$ cat config.mk
export PLATFORM = sky130hd
export DESIGN_NAME = alu_issue_ctrl
export DESIGN_NICKNAME = d
export VERILOG_FILES = /design/src/rtl/alu_issue_ctrl.sv
export SDC_FILE = /design/constraint.sdc
export NUM_CORES = 1
export LEC_CHECK = 0
export BUFFER_PORTS_ARGS = -buffer_cell sky130_fd_sc_hd__buf_4
export CORE_UTILIZATION = 53
export DETAILED_ROUTE_END_ITERATION = 8
export PLACE_DENSITY = 0.71
export SKIP_CTS_REPAIR_TIMING = 1
export SYNTH_ARGS = -nofsm -noshare
export SYNTH_HDL_FRONTEND = slang
export SYNTH_SLANG_ARGS = --single-unit
$ cat constraint.sdc
create_clock -name clk -period 4.05 [get_ports clk]
set_input_delay 0 -clock clk [delete_from_list [all_inputs] [get_ports clk]]
set_output_delay 0 -clock clk [all_outputs]
set_load 0.03 [all_outputs]
$ cat src/rtl/alu_issue_ctrl.sv
//------------------------------------------------------------------------------
// alu_issue_ctrl
//
// Issue controller for an external, fixed-latency ALU. It owns a 16 x 16-bit
// register file, where r0 always reads 0. One instruction is accepted at a time.
// Its operands are held on the ALU ports for ALU_LAT cycles. The ALU result is
// then written back, and a one-cycle done pulse is raised.
//
// Parameters
//   ALU_LAT      cycles the operands are held before alu_result is sampled (1-4)
//
// Optional feature (compile-time macro)
//   ALU_CARRY_FLAG_EN  op 4'hF becomes SETC: it loads a carry flag from rb[0].
//                      The flag drives cin/bin while an instruction is issued.
//                      Undefined: op 4'hF is an ordinary ALU op, cin=bin=0.
//
// Ports
//   clk          single clock, rising edge
//   rst          synchronous active-high reset
//   instr_valid  instruction word present
//   instr[15:0]  {op[15:12], rd[11:8], ra[7:4], rb[3:0]}
//   instr_ready  controller can accept an instruction (IDLE, no load, no reset)
//   ld_valid     direct register-file load strobe (honoured in IDLE only)
//   ld_addr[3:0] load destination register
//   ld_data[15:0] load value
//   op_code[3:0] ALU opcode (0 outside ISSUE)
//   rs1_in/rs2_in[15:0] ALU operands (0 outside ISSUE)
//   cin, bin     ALU carry-in / borrow-in (0 outside ISSUE)
//   alu_result[15:0] ALU result, sampled at the end of the last ISSUE cycle
//   done         one-cycle write-back pulse
//   wb_addr[3:0], wb_data[15:0] destination and value written, valid with done
//------------------------------------------------------------------------------
module alu_issue_ctrl #(
   parameter int ALU_LAT = 1
) (
   input  logic        clk,
   input  logic        rst,
   input  logic        instr_valid,
   input  logic [15:0] instr,
   output logic        instr_ready,
   input  logic        ld_valid,
   input  logic [3:0]  ld_addr,
   input  logic [15:0] ld_data,
   output logic [3:0]  op_code,
   output logic [15:0] rs1_in,
   output logic [15:0] rs2_in,
   output logic        cin,
   output logic        bin,
   input  logic [15:0] alu_result,
   output logic        done,
   output logic [3:0]  wb_addr,
   output logic [15:0] wb_data
);

   typedef enum logic [1:0] {
      ST_IDLE  = 2'd0,
      ST_ISSUE = 2'd1,
      ST_WB    = 2'd2
   } state_t;

   // Counter value reached in the final ISSUE cycle
   localparam logic [1:0] LAST_CNT = 2'(ALU_LAT - 1);

   state_t      state_r;
   state_t      state_nxt_s;
   logic [1:0]  cnt_r;

   logic [15:0] rf_r [0:15];

   logic [3:0]  op_r;
   logic [15:0] rs1_r;
   logic [15:0] rs2_r;
   logic [3:0]  rd_r;
   logic        cin_r;

   logic        done_r;
   logic [3:0]  wb_addr_r;
   logic [15:0] wb_data_r;

   logic        ready_s;
   logic        accept_s;
   logic        issue_last_s;
   logic        ld_en_s;
   logic        wb_we_s;
   logic        is_setc_s;
   logic        carry_s;

   logic [3:0]  dec_op_s;
   logic [3:0]  dec_rd_s;
   logic [3:0]  dec_ra_s;
   logic [3:0]  dec_rb_s;
   logic [15:0] rd_ra_s;
   logic [15:0] rd_rb_s;

   // Instruction field decode and register-file read ports (r0 reads as zero)
   always_comb begin
      dec_op_s = instr[15:12];
      dec_rd_s = instr[11:8];
      dec_ra_s = instr[7:4];
      dec_rb_s = instr[3:0];
      if (dec_ra_s == 4'd0) begin
         rd_ra_s = 16'd0;
      end else begin
         rd_ra_s = rf_r[dec_ra_s];
      end
      if (dec_rb_s == 4'd0) begin
         rd_rb_s = 16'd0;
      end else begin
         rd_rb_s = rf_r[dec_rb_s];
      end
   end

`ifdef ALU_CARRY_FLAG_EN
   logic carry_r;

   // Carry flag: loaded from rb[0] when a SETC is accepted
   always_ff @(posedge clk) begin
      if (rst) begin
         carry_r <= 1'b0;
      end else if (accept_s && is_setc_s) begin
         carry_r <= dec_rb_s[0];
      end
   end

   // SETC detection and carry flag source
   always_comb begin
      carry_s   = carry_r;
      is_setc_s = (dec_op_s == 4'hF);
   end
`else
   // No carry flag: every opcode is an ALU op and carry-in is always zero
   always_comb begin
      carry_s   = 1'b0;
      is_setc_s = 1'b0;
   end
`endif

   // FSM state register
   always_ff @(posedge clk) begin
      if (rst) begin
         state_r <= ST_IDLE;
      end else begin
         state_r <= state_nxt_s;
      end
   end

   // FSM next-state logic; SETC skips ISSUE and goes straight to write-back
   always_comb begin
      state_nxt_s = state_r;
      case (state_r)
         ST_IDLE: begin
            if (accept_s) begin
               if (is_setc_s) begin
                  state_nxt_s = ST_WB;
               end else begin
                  state_nxt_s = ST_ISSUE;
               end
            end else begin
               state_nxt_s = ST_IDLE;
            end
         end
         ST_ISSUE: begin
            if (issue_last_s) begin
               state_nxt_s = ST_WB;
            end else begin
               state_nxt_s = ST_ISSUE;
            end
         end
         ST_WB: begin
            state_nxt_s = ST_IDLE;
         end
         default: begin
            state_nxt_s = ST_IDLE;
         end
      endcase
   end

   // FSM outputs: handshake and register-file write enables
   always_comb begin
      ready_s      = 1'b0;
      ld_en_s      = 1'b0;
      issue_last_s = 1'b0;
      case (state_r)
         ST_IDLE: begin
            // A load in the same cycle takes priority over accepting an instruction
            ready_s = !ld_valid && !rst;
            ld_en_s = ld_valid && (ld_addr != 4'd0);
         end
         ST_ISSUE: begin
            issue_last_s = (cnt_r == LAST_CNT);
         end
         ST_WB: begin
            ready_s = 1'b0;
         end
         default: begin
            ready_s = 1'b0;
         end
      endcase
      accept_s = instr_valid && ready_s;
      wb_we_s  = issue_last_s && (rd_r != 4'd0);
   end

   // ISSUE cycle counter, restarted on every accept
   always_ff @(posedge clk) begin
      if (rst) begin
         cnt_r <= 2'd0;
      end else if (accept_s) begin
         cnt_r <= 2'd0;
      end else if ((state_r == ST_ISSUE) && !issue_last_s) begin
         cnt_r <= cnt_r + 2'd1;
      end else begin
         cnt_r <= 2'd0;
      end
   end

   // Operand registers double as the ALU port drivers; they are cleared when
   // ISSUE ends, so the ALU ports read zero in IDLE and WB
   always_ff @(posedge clk) begin
      if (rst) begin
         op_r  <= 4'd0;
         rs1_r <= 16'd0;
         rs2_r <= 16'd0;
         rd_r  <= 4'd0;
         cin_r <= 1'b0;
      end else if (accept_s && !is_setc_s) begin
         op_r  <= dec_op_s;
         rs1_r <= rd_ra_s;
         rs2_r <= rd_rb_s;
         rd_r  <= dec_rd_s;
         cin_r <= carry_s;
      end else if (issue_last_s) begin
         op_r  <= 4'd0;
         rs1_r <= 16'd0;
         rs2_r <= 16'd0;
         cin_r <= 1'b0;
      end
   end

   // Write-back report registers and the done pulse
   always_ff @(posedge clk) begin
      if (rst) begin
         done_r    <= 1'b0;
         wb_addr_r <= 4'd0;
         wb_data_r <= 16'd0;
      end else if (issue_last_s) begin
         done_r    <= 1'b1;
         wb_addr_r <= rd_r;
         wb_data_r <= alu_result;
      end else if (accept_s && is_setc_s) begin
         done_r    <= 1'b1;
         wb_addr_r <= 4'd0;
         wb_data_r <= 16'd0;
      end else begin
         done_r    <= 1'b0;
      end
   end

   // Register file: ALU write-back (ISSUE only) and load port (IDLE only)
   // never coincide, because they are enabled in different states
   always_ff @(posedge clk) begin
      if (rst) begin
         for (int i = 0; i < 16; i++) begin
            rf_r[i] <= 16'd0;
         end
      end else if (wb_we_s) begin
         rf_r[rd_r] <= alu_result;
      end else if (ld_en_s) begin
         rf_r[ld_addr] <= ld_data;
      end
   end

   assign instr_ready = ready_s;
   assign op_code     = op_r;
   assign rs1_in      = rs1_r;
   assign rs2_in      = rs2_r;
   assign cin         = cin_r;
   assign bin         = cin_r;
   assign done        = done_r;
   assign wb_addr     = wb_addr_r;
   assign wb_data     = wb_data_r;

endmodule

==> results.json, run 1 <==
{
  "timing.critical_path.to_type": "register",
  "timing.reg2reg.setup_slack_ns": 1.07,
  "max_fo_critical_path": 40,
  "rr_worst_depth": 4,
  "synth.ff_latch_count": 320,
  "final_hold_viol_count": 0,
  "startpoint_type": "input pin",
  "drt_iter0_drc": 1535,
  "hold-worst-slack_ns": 0.0263,
  "hpwl_mm": 30.5,
  "fillCellCount": 2115,
  "syn-mean-instance-area_um2": 13.9,
  "tritoncts": "done",
  "fp.dieW_um": 174,
  "pin_count_of_the_biggest_net_entering_global_routing": 47,
  "timing.hold.worst.class": "in -> reg",
  "port_buffers": 113,
  "post_synth_main_area_contributors": "sky130_fd_sc_hd__edfxtp_1 49%, sky130_fd_sc_hd__mux4_2 18%, sky130_fd_sc_hd__dfxtp_1 8.2%",
  "reg2reg_from": "state_r[0]",
  "cts_num_sinks": 320,
  "rows": 62,
  "arrival_ns": 3.05,
  "status": "finished, final reports clean",
  "report.final.slew_viol_count": 0,
  "timing.critical_path.to": "rf_r[10][13]",
  "type_of_the_setup_path_with_the_least_slack": "in -> reg",
  "number_of_enable_type_register_cells_in_the_synthesized_netlist": 256,
  "worst_pin_slew_ns": 1.17,
  "detail_route.wirelength_mm": 47.4,
  "worst_slew_margin_rel_pct": 21.9,
  "synth_top_cells_by_count": "256 x sky130_fd_sc_hd__edfxtp_1, 211 x sky130_fd_sc_hd__nor2_1, 128 x sky130_fd_sc_hd__mux4_2",
  "vdd.ir_drop.worst_mv": 0.245,
  "synthToLayoutAreaGrowth_pct": 18.6,
  "yosys.area.top_type_share_pct": 49.1,
  "min_period_ns": 2.99,
  "synth_most_common_cell": "sky130_fd_sc_hd__edfxtp_1",
  "via_count": 11200,
  "synthFlopType": "sky130_fd_sc_hd__edfxtp_1",
  "synthDistinctLibCells": 54,
  "cp-startpoint": "rst",
  "first_global_vias": 10800,
  "power_leakage_nw": 6.74,
  "fp.dieArea_um2": 30300,
  "power_per_cell_area_nw_per_um2": 438,
  "yosys_warning_count": 0,
  "dr.pass1.iters": 6,
  "highest_achievable_clock_rate_mhz": 334,
  "initial_utilization_pct": 54.3,
  "place.gp.congestion": 0.885,
  "asyncSetResetFlopFracSynth_pct": 0,
  "netlist_area_um2": 15700,
  "route.detailed.vias_per_inst": 6.66,
  "post-route-period-util_pct": 73.8,
  "ant_nets": 0,
  "first_pass_grt_wire_length_mm": 69.8,
  "placed_cell_area_um2": 17100,
  "rsz0062_at_grt": "no",
  "routed_wire_length_per_instance_um": 28.1,
  "postLayoutCellArea_um2": 18600,
  "die_y_um": 174,
  "grt.total_usage_pct": 31.4,
  "clk_root_buffer_cell": "sky130_fd_sc_hd__clkbuf_16",
  "antennaDiodeCount": 0,
  "synthDominantAreaCellType": "sky130_fd_sc_hd__edfxtp_1",
  "grt.overflow.total": 0,
  "clk_latency_ns": 0.52,
  "fin_nets": 1336,
  "timing.max_cap.violations": 0,
  "max-clock-path-buffers": 3,
  "total_power_mw": 8.13,
  "initial_antenna_violation_count": 0,
  "regToRegEndpoint": "rf_r[10][13]",
  "floorplan.io_pins": 116,
  "synth_seq_area_share_pct": 57.2,
  "layout.cells.non_filler": 1687,
  "synth_instances": 1131,
  "post_route_cells_drive_above_1_share_pct": 30.7,
  "clk_pin_slew_worst_paths_ns": 0.06,
  "placed_instance_count": 1600,
  "cts_made_buffers": 35,
  "worstPathRequired_ns": 4.11,
  "placeableCoreArea_um2": 28900,
  "h-tree-depth": 2,
  "timing.setup.tns_ns": 0,
  "drc": 0,
  "clock_skew_ns": 0.0217,
  "setup_viol": 0
}
[area by class of cell]
type                            instances  area [um2]  share of cell area, %
Sequential cell                       320        8970                   48.3
Clock inverter                         14         223                   1.20
Inverter                                4        15.0                 0.0808
Tap cell                              384         480                   2.59
Multi-Input combinational cell        721        6350                   34.2
Timing Repair Buffer                  197        1540                   8.31
Clock buffer                           47         993                   5.35
[cells in the final DEF (no fill, tap or decap), types with 3 or more instances in the layout]
cell type	instances
sky130_fd_sc_hd__mux2_2	32
sky130_fd_sc_hd__bufinv_16	6
sky130_fd_sc_hd__a21oi_1	29
sky130_fd_sc_hd__clkbuf_8	3
sky130_fd_sc_hd__nor2b_1	6
sky130_fd_sc_hd__clkinv_2	3
sky130_fd_sc_hd__clkinv_1	3
sky130_fd_sc_hd__buf_4	171
sky130_fd_sc_hd__conb_1	18
sky130_fd_sc_hd__a32oi_1	3
sky130_fd_sc_hd__nand2b_1	13
sky130_fd_sc_hd__a221o_1	33
sky130_fd_sc_hd__clkbuf_1	7
sky130_fd_sc_hd__nor2_1	211
sky130_fd_sc_hd__clkbuf_16	37
sky130_fd_sc_hd__mux4_2	128
sky130_fd_sc_hd__mux2i_1	48
sky130_fd_sc_hd__nor3_1	80
sky130_fd_sc_hd__dfxtp_1	64
sky130_fd_sc_hd__and3_1	5
sky130_fd_sc_hd__o21ai_1	3
sky130_fd_sc_hd__inv_1	4
sky130_fd_sc_hd__nand3_1	10
sky130_fd_sc_hd__dlygate4sd3_1	26
sky130_fd_sc_hd__a22oi_1	3
sky130_fd_sc_hd__edfxtp_1	256
sky130_fd_sc_hd__nand2_1	57
sky130_fd_sc_hd__o21bai_2	4
[layer usage]
layer  vias to the layer above  track usage (%)  share of wire [%]
li1                       4645                -                  -
met1                      5642             44.8                 38
met2                       842             47.8                 46
met3                       101             8.71                 13
met4                         0             8.52                2.6
met5                         -                0                  0
[per-stage QoR]
step / setup slack [ns] / util, %
final: 1.06 / 64.4
after global routing: 0.935 / 64.4
after CTS: 1.11 / 63.5
after detailed placement: 1.13 / 59.3
after global placement: 1.15 / 59.3
after floorplan: 1.08 / -
[flip-flops by register name, summed over array words and instances (netlist names)]
| register | cells |
|---|---|
| state_r | 2 |
| wb_addr | 4 |
| rs1_in | 16 |
| op_code | 4 |
| cnt_r | 2 |
| rf_r | 256 |
| rs2_in | 16 |
| rd_r | 4 |
| wb_data | 16 |
[worst max-delay path, stage by stage]
cell and delay [ns]:
sky130_fd_sc_hd__dlygate4sd3_1 0.54, sky130_fd_sc_hd__buf_4 0.29, sky130_fd_sc_hd__or4b_4 0.70, sky130_fd_sc_hd__o21ai_1 0.20, sky130_fd_sc_hd__a221o_1 0.63, sky130_fd_sc_hd__nand2b_1 0.67
[worst min path at each step]
stage	startpoint	to	slack (ns)	cells past startpoint
CTS	instr[9]	rd_r[1]	-0.27	3
global placement	instr[11]	rd_r[3]	0.25	3
finish	ld_data[9]	rf_r[3][9]	0.03	4
detailed placement	instr[11]	rd_r[3]	0.26	3
global route	ld_data[6]	rf_r[6][6]	0.04	4
floorplan	ld_valid	instr_ready	0.09	1
[logic make-up after synthesis]
| kind of cell | after synthesis | share of synthesized area (%) |
|---|---|---|
| AO/OA/AOI/OAI | 93 | 4.62 |
| adder cells (fa/ha/maj) | 1 | 0.0798 |
| buffers and inverters | 107 | 2.85 |
| flip-flops | 320 | 57.2 |
| multiplexers | 208 | 23.8 |
| other | 1 | 0.0239 |
| AND/OR/NAND/NOR | 401 | 11.4 |
[report_power, final]
part           internal [mW]  switching (mW)  total, mW
Combinational          0.402           0.541      0.943
Sequential              3.69          0.0925       3.78
Clock                   2.10            1.31       3.41
Power figures use the tool's default switching activity.
==> run 2: changes to the inputs <==
Settings changed: PLACE_DENSITY 0.71 to 0.73.
Clock period 4.05 ns to 2.44 ns, I/O delays scaled along.
==> results.json, run 2 (synthesis results as in run 1) <==
{
  "status": "finished, final reports clean",
  "post_route_cells_drive_above_1_share_pct": 33.5,
  "hpwl_mm": 30.0,
  "via_count": 11300,
  "routed_wire_length_per_instance_um": 26.8,
  "hold-worst-slack_ns": 0.0116,
  "placeableCoreArea_um2": 28900,
  "largest_register_ffs": 256,
  "initial_antenna_violation_count": 0,
  "timing.critical_path.to_type": "register",
  "rows": 62,
  "cts_made_buffers": 35,
  "clk_root_buffer_cell": "sky130_fd_sc_hd__clkbuf_16",
  "worst_slew_margin_rel_pct": 49.8,
  "worst_pin_slew_ns": 0.752,
  "largest-register": "rf_r",
  "startpoint_type": "register",
  "first_pass_grt_wire_length_mm": 69.1,
  "highest_achievable_clock_rate_mhz": 421,
  "max-clock-path-buffers": 3,
  "drt_iter0_drc": 1375,
  "h-tree-depth": 2,
  "grt.total_usage_pct": 31.0,
  "arrival_ns": 2.65,
  "initial_utilization_pct": 54.3,
  "fp.dieArea_um2": 30300,
  "power_per_cell_area_nw_per_um2": 695,
  "route.detailed.vias_per_inst": 6.51,
  "fillCellCount": 2046,
  "ant_nets": 0,
  "place.gp.congestion": 0.907,
  "timing.setup.tns_ns": 0,
  "detail_route.wirelength_mm": 46.4,
  "worstPathRequired_ns": 2.72,
  "synthToLayoutAreaGrowth_pct": 22.1,
  "pin_count_of_the_biggest_net_entering_global_routing": 55,
  "timing.max_cap.violations": 0,
  "cts_num_sinks": 320,
  "grt.overflow.total": 0,
  "fp.dieW_um": 174,
  "drc": 0,
  "setup_viol": 0,
  "final_hold_viol_count": 0,
  "leading_cell_types_in_the_layout_fill_and_taps_excluded": "256 x sky130_fd_sc_hd__edfxtp_1, 211 x sky130_fd_sc_hd__nor2_1, 204 x sky130_fd_sc_hd__buf_4, 128 x sky130_fd_sc_hd__mux4_2, 80 x sky130_fd_sc_hd__nor3_1",
  "report.final.slew_viol_count": 0,
  "max_fo_critical_path": 12,
  "antennaDiodeCount": 0,
  "vdd.ir_drop.worst_mv": 0.565,
  "clk_latency_ns": 0.53,
  "port_buffers": 113,
  "timing.hold.worst.class": "in -> reg",
  "min_period_ns": 2.38,
  "clock_skew_ns": 0.0203,
  "dr.pass1.iters": 7,
  "die_y_um": 174,
  "fin_nets": 1384,
  "power_leakage_nw": 7.03,
  "layout_commonest_cell": "sky130_fd_sc_hd__edfxtp_1",
  "tritoncts": "done",
  "clk_pin_slew_worst_paths_ns": 0.06,
  "floorplan.io_pins": 116,
  "first_global_vias": 11200,
  "post-route-period-util_pct": 97.4,
  "type_of_the_setup_path_with_the_least_slack": "reg -> reg"
}
-- run 2: cell count changes in the layout (fill, tap and decap cells not counted), sizes merged --
cell | before | now
buf | 171 | 221
inv | 4 | 5
clkbuf | 47 | 45
dlygate4sd3 | 26 | 24
bufinv | 6 | 4
clkinv | 7 | 11
-- run 2: final cells by class --
type                       count  area [um2]  share of cell area (%)
inverter                       4        15.0                  0.0785
clock inverter                17         193                    1.01
tap                          384         480                    2.51
sequential                   320        8970                    46.9
multi-input combinational    721        6400                    33.5
clock buffer                  45         965                    5.04
timing repair buffer         245        2100                    11.0
-- run 2: worst paths after layout --
kind | slack (ns) | cells past startpoint | to | startpoint
max | 0.06 | 7 | rf_r[9][11] | state_r[0]
min reg2reg | 0.41 | 1 | cnt_r[0] | cnt_r[0]
max reg2reg | 0.06 | 7 | rf_r[9][11] | state_r[0]
min | 0.01 | 4 | rf_r[13][2] | ld_data[2]
-- run 2: through the flow --
step                      setup WS (ns)  util [%]  total power, mW  instances  area, um2
after floorplan                  0.0565         -             7.30       1148      15800
after global placement           -0.176      61.1             7.91       1645      17600
after detailed placement         -0.193      61.1             7.94       1645      17600
after CTS                        -0.153      65.1             13.3       1707      18800
after global routing            -0.0203      66.3             13.6       1736      19100
final                            0.0635      66.3             13.3       1736      19100
-- run 2: power by group --
group / internal, mW / switching (mW) / total, mW
Sequential: 6.12 / 0.146 / 6.27
Clock: 3.22 / 2.17 / 5.39
Combinational: 0.751 / 0.894 / 1.65
Total: 10.1 / 3.21 / 13.3
-- run 2: layer usage --
layer	wire length, um	share of wire, %	vias up	track usage, %
met1	17100	37	5606	41.8
li1	-	-	4755	-
met3	6020	13	122	9.16
met2	21500	46	812	47.7
met5	0	0	-	0
met4	1830	3.9	0	11.8
-- run 2: critical path, cell delays in order (launching register included) --
cell                       delay [ns]
sky130_fd_sc_hd__dfxtp_1         0.34
sky130_fd_sc_hd__buf_4           0.15
sky130_fd_sc_hd__or4b_4          0.63
sky130_fd_sc_hd__o21ai_1         0.21
sky130_fd_sc_hd__a21boi_1        0.35
sky130_fd_sc_hd__buf_4           0.19
sky130_fd_sc_hd__o21bai_4        0.09
sky130_fd_sc_hd__buf_4           0.18
==> run 3: changes to the inputs <==
--- a/config.mk
+++ b/config.mk
@@ -8,2 +8,3 @@
 export BUFFER_PORTS_ARGS = -buffer_cell sky130_fd_sc_hd__buf_4
+export CORE_MARGIN = 2
 export CORE_UTILIZATION = 53
--- a/constraint.sdc
+++ b/constraint.sdc
@@ -3,2 +3,2 @@
 set_output_delay 0 -clock clk [all_outputs]
-set_load 0.03 [all_outputs]
+set_load 0.1 [all_outputs]
==> results.json, run 3 (synthesis results as in run 1) <==
{
  "status": "finished, final reports clean",
  "placed_instance_count": 1634,
  "regToRegEndpoint": "rf_r[7][7]",
  "min_period_ns": 2.35,
  "ant_nets": 0,
  "clk_root_buffer_cell": "sky130_fd_sc_hd__clkbuf_16",
  "rows": 62,
  "worst_slew_margin_rel_pct": 34.1,
  "timing.max_cap.violations": 0,
  "largest_register_ffs": 256,
  "rsz0062_at_grt": "no",
  "drc": 0,
  "layer_with_the_highest_usage": "met2",
  "pin_count_of_the_biggest_net_entering_global_routing": 40,
  "cts_made_buffers": 35,
  "layout.cells.non_filler": 1722,
  "startpoint_type": "register",
  "antennaDiodeCount": 0,
  "fp.dieW_um": 176,
  "timing.hold.worst.class": "in -> reg",
  "drt_iter0_drc": 1616,
  "dr.pass1.iters": 7,
  "globalRouteMet2Util_pct": 46.3,
  "largest-register": "rf_r",
  "via_count": 11300,
  "reg2reg_from": "state_r[0]",
  "timing.reg2reg.setup_slack_ns": 0.09,
  "hold_start": "ld_data[14]",
  "setup_viol": 0,
  "placeableCoreArea_um2": 28900,
  "first_pass_grt_wire_length_mm": 68.1,
  "timing.critical_path.to": "rf_r[7][7]",
  "vdd.ir_drop.worst_mv": 0.468,
  "post-route-period-util_pct": 96.3,
  "postLayoutCellArea_um2": 19000,
  "clk_latency_ns": 0.52,
  "post_route_cells_drive_above_1_share_pct": 33.1,
  "core_occupancy_in_the_finished_layout_pct": 65.7,
  "first_global_vias": 11300,
  "clk_pin_slew_worst_paths_ns": 0.06,
  "port_buffers": 113,
  "arrival_ns": 2.62,
  "detail_route.wirelength_mm": 46.4,
  "grt_use_met1_pct": 41.6,
  "grt.total_usage_pct": 29.9,
  "clock_skew_ns": 0.0158,
  "report.final.slew_viol_count": 0,
  "grt.overflow.total": 0,
  "cts_num_sinks": 320,
  "initial_antenna_violation_count": 0,
  "h-tree-depth": 2,
  "synthToLayoutAreaGrowth_pct": 21.3,
  "cp-startpoint": "state_r[0]",
  "floorplan.io_pins": 116,
  "route.detailed.vias_per_inst": 6.54,
  "die_y_um": 176,
  "fin_nets": 1369,
  "hold-worst-slack_ns": 0.00719,
  "power_per_cell_area_nw_per_um2": 705,
  "hpwl_mm": 29.6,
  "max_fo_critical_path": 16,
  "worst_pin_slew_ns": 0.986,
  "placed_cell_area_um2": 17600,
  "highest_achievable_clock_rate_mhz": 425,
  "place.gp.congestion": 0.880,
  "max-clock-path-buffers": 3,
  "leading_cell_types_in_the_layout_fill_and_taps_excluded": "256 x sky130_fd_sc_hd__edfxtp_1, 211 x sky130_fd_sc_hd__nor2_1, 191 x sky130_fd_sc_hd__buf_4, 128 x sky130_fd_sc_hd__mux4_2, 77 x sky130_fd_sc_hd__nor3_1",
  "tritoncts": "done",
  "type_of_the_setup_path_with_the_least_slack": "reg -> reg",
  "place_ws_ns": 0.0787,
  "initial_utilization_pct": 54.2,
  "rr_worst_depth": 6,
  "use_met3_pct": 6.87,
  "power_leakage_nw": 6.95,
  "final_hold_viol_count": 0,
  "post_route_setup_slack_ns": 0.0896,
  "layout_commonest_cell": "sky130_fd_sc_hd__edfxtp_1",
  "timing.critical_path.to_type": "register",
  "fp.dieArea_um2": 31000,
  "worstPathRequired_ns": 2.71,
  "routed_wire_length_per_instance_um": 27.0
}
-- run 3: changes by cell type in the layout (fill, tap and decap cells not counted), sizes merged --
| cell | delta |
|---|---|
| bufinv | -2 |
| dlygate4sd3 | +1 |
| clkbuf | +6 |
| clkinvlp | -1 |
| clkinv | -2 |
| buf | -16 |
-- run 3: layout make-up --
cell class	count	area, um2
well taps	384	480
inverters	4	15.0
clock inverters	12	129
repair buffers	230	1960
multi-input cells	721	6430
fillers	2048	9930
clock buffers	51	1020
flip-flops and latches	320	8970
-- run 3: worst min-delay path by stage --
stage                   end  slack [ns]  depth (start not counted)
2_1_floorplan   instr_ready        0.11                          1
3_3_place_gp     op_code[1]        0.26                          3
3_5_place_dp        rd_r[0]        0.26                          3
4_1_cts             rd_r[2]       -0.28                          3
5_1_grt         rf_r[8][14]        0.03                          4
6_report       rf_r[15][14]       0.007                          4
-- run 3: report_power, final --
group          switching (mW)  total [mW]  internal, mW
clock network            2.16        5.29          3.13
logic                    1.12        1.85         0.728
registers               0.136        6.25          6.12
-- run 3: per-stage QoR --
stage	setup TNS [ns]	total power [mW]
global placement	0	8.11
finish	0	13.4
detailed placement	0	8.15
global route	0	13.7
floorplan	-11.88	7.54
CTS	0	13.4
-- run 3: critical path: stages, from the launching register on --
cell,delay [ns]
sky130_fd_sc_hd__dfxtp_1,0.38
sky130_fd_sc_hd__or4b_4,0.67
sky130_fd_sc_hd__nor2_4,0.16
sky130_fd_sc_hd__buf_12,0.18
sky130_fd_sc_hd__mux2i_1,0.31
sky130_fd_sc_hd__buf_4,0.29
sky130_fd_sc_hd__nor3_1,0.10
-- run 3: routing by layer --
layer / part of all wire [%] / routed length, um
met2: 46 / 21400
met3: 12 / 5780
met5: 0 / 0
met4: 4.2 / 1940
met1: 37 / 17300
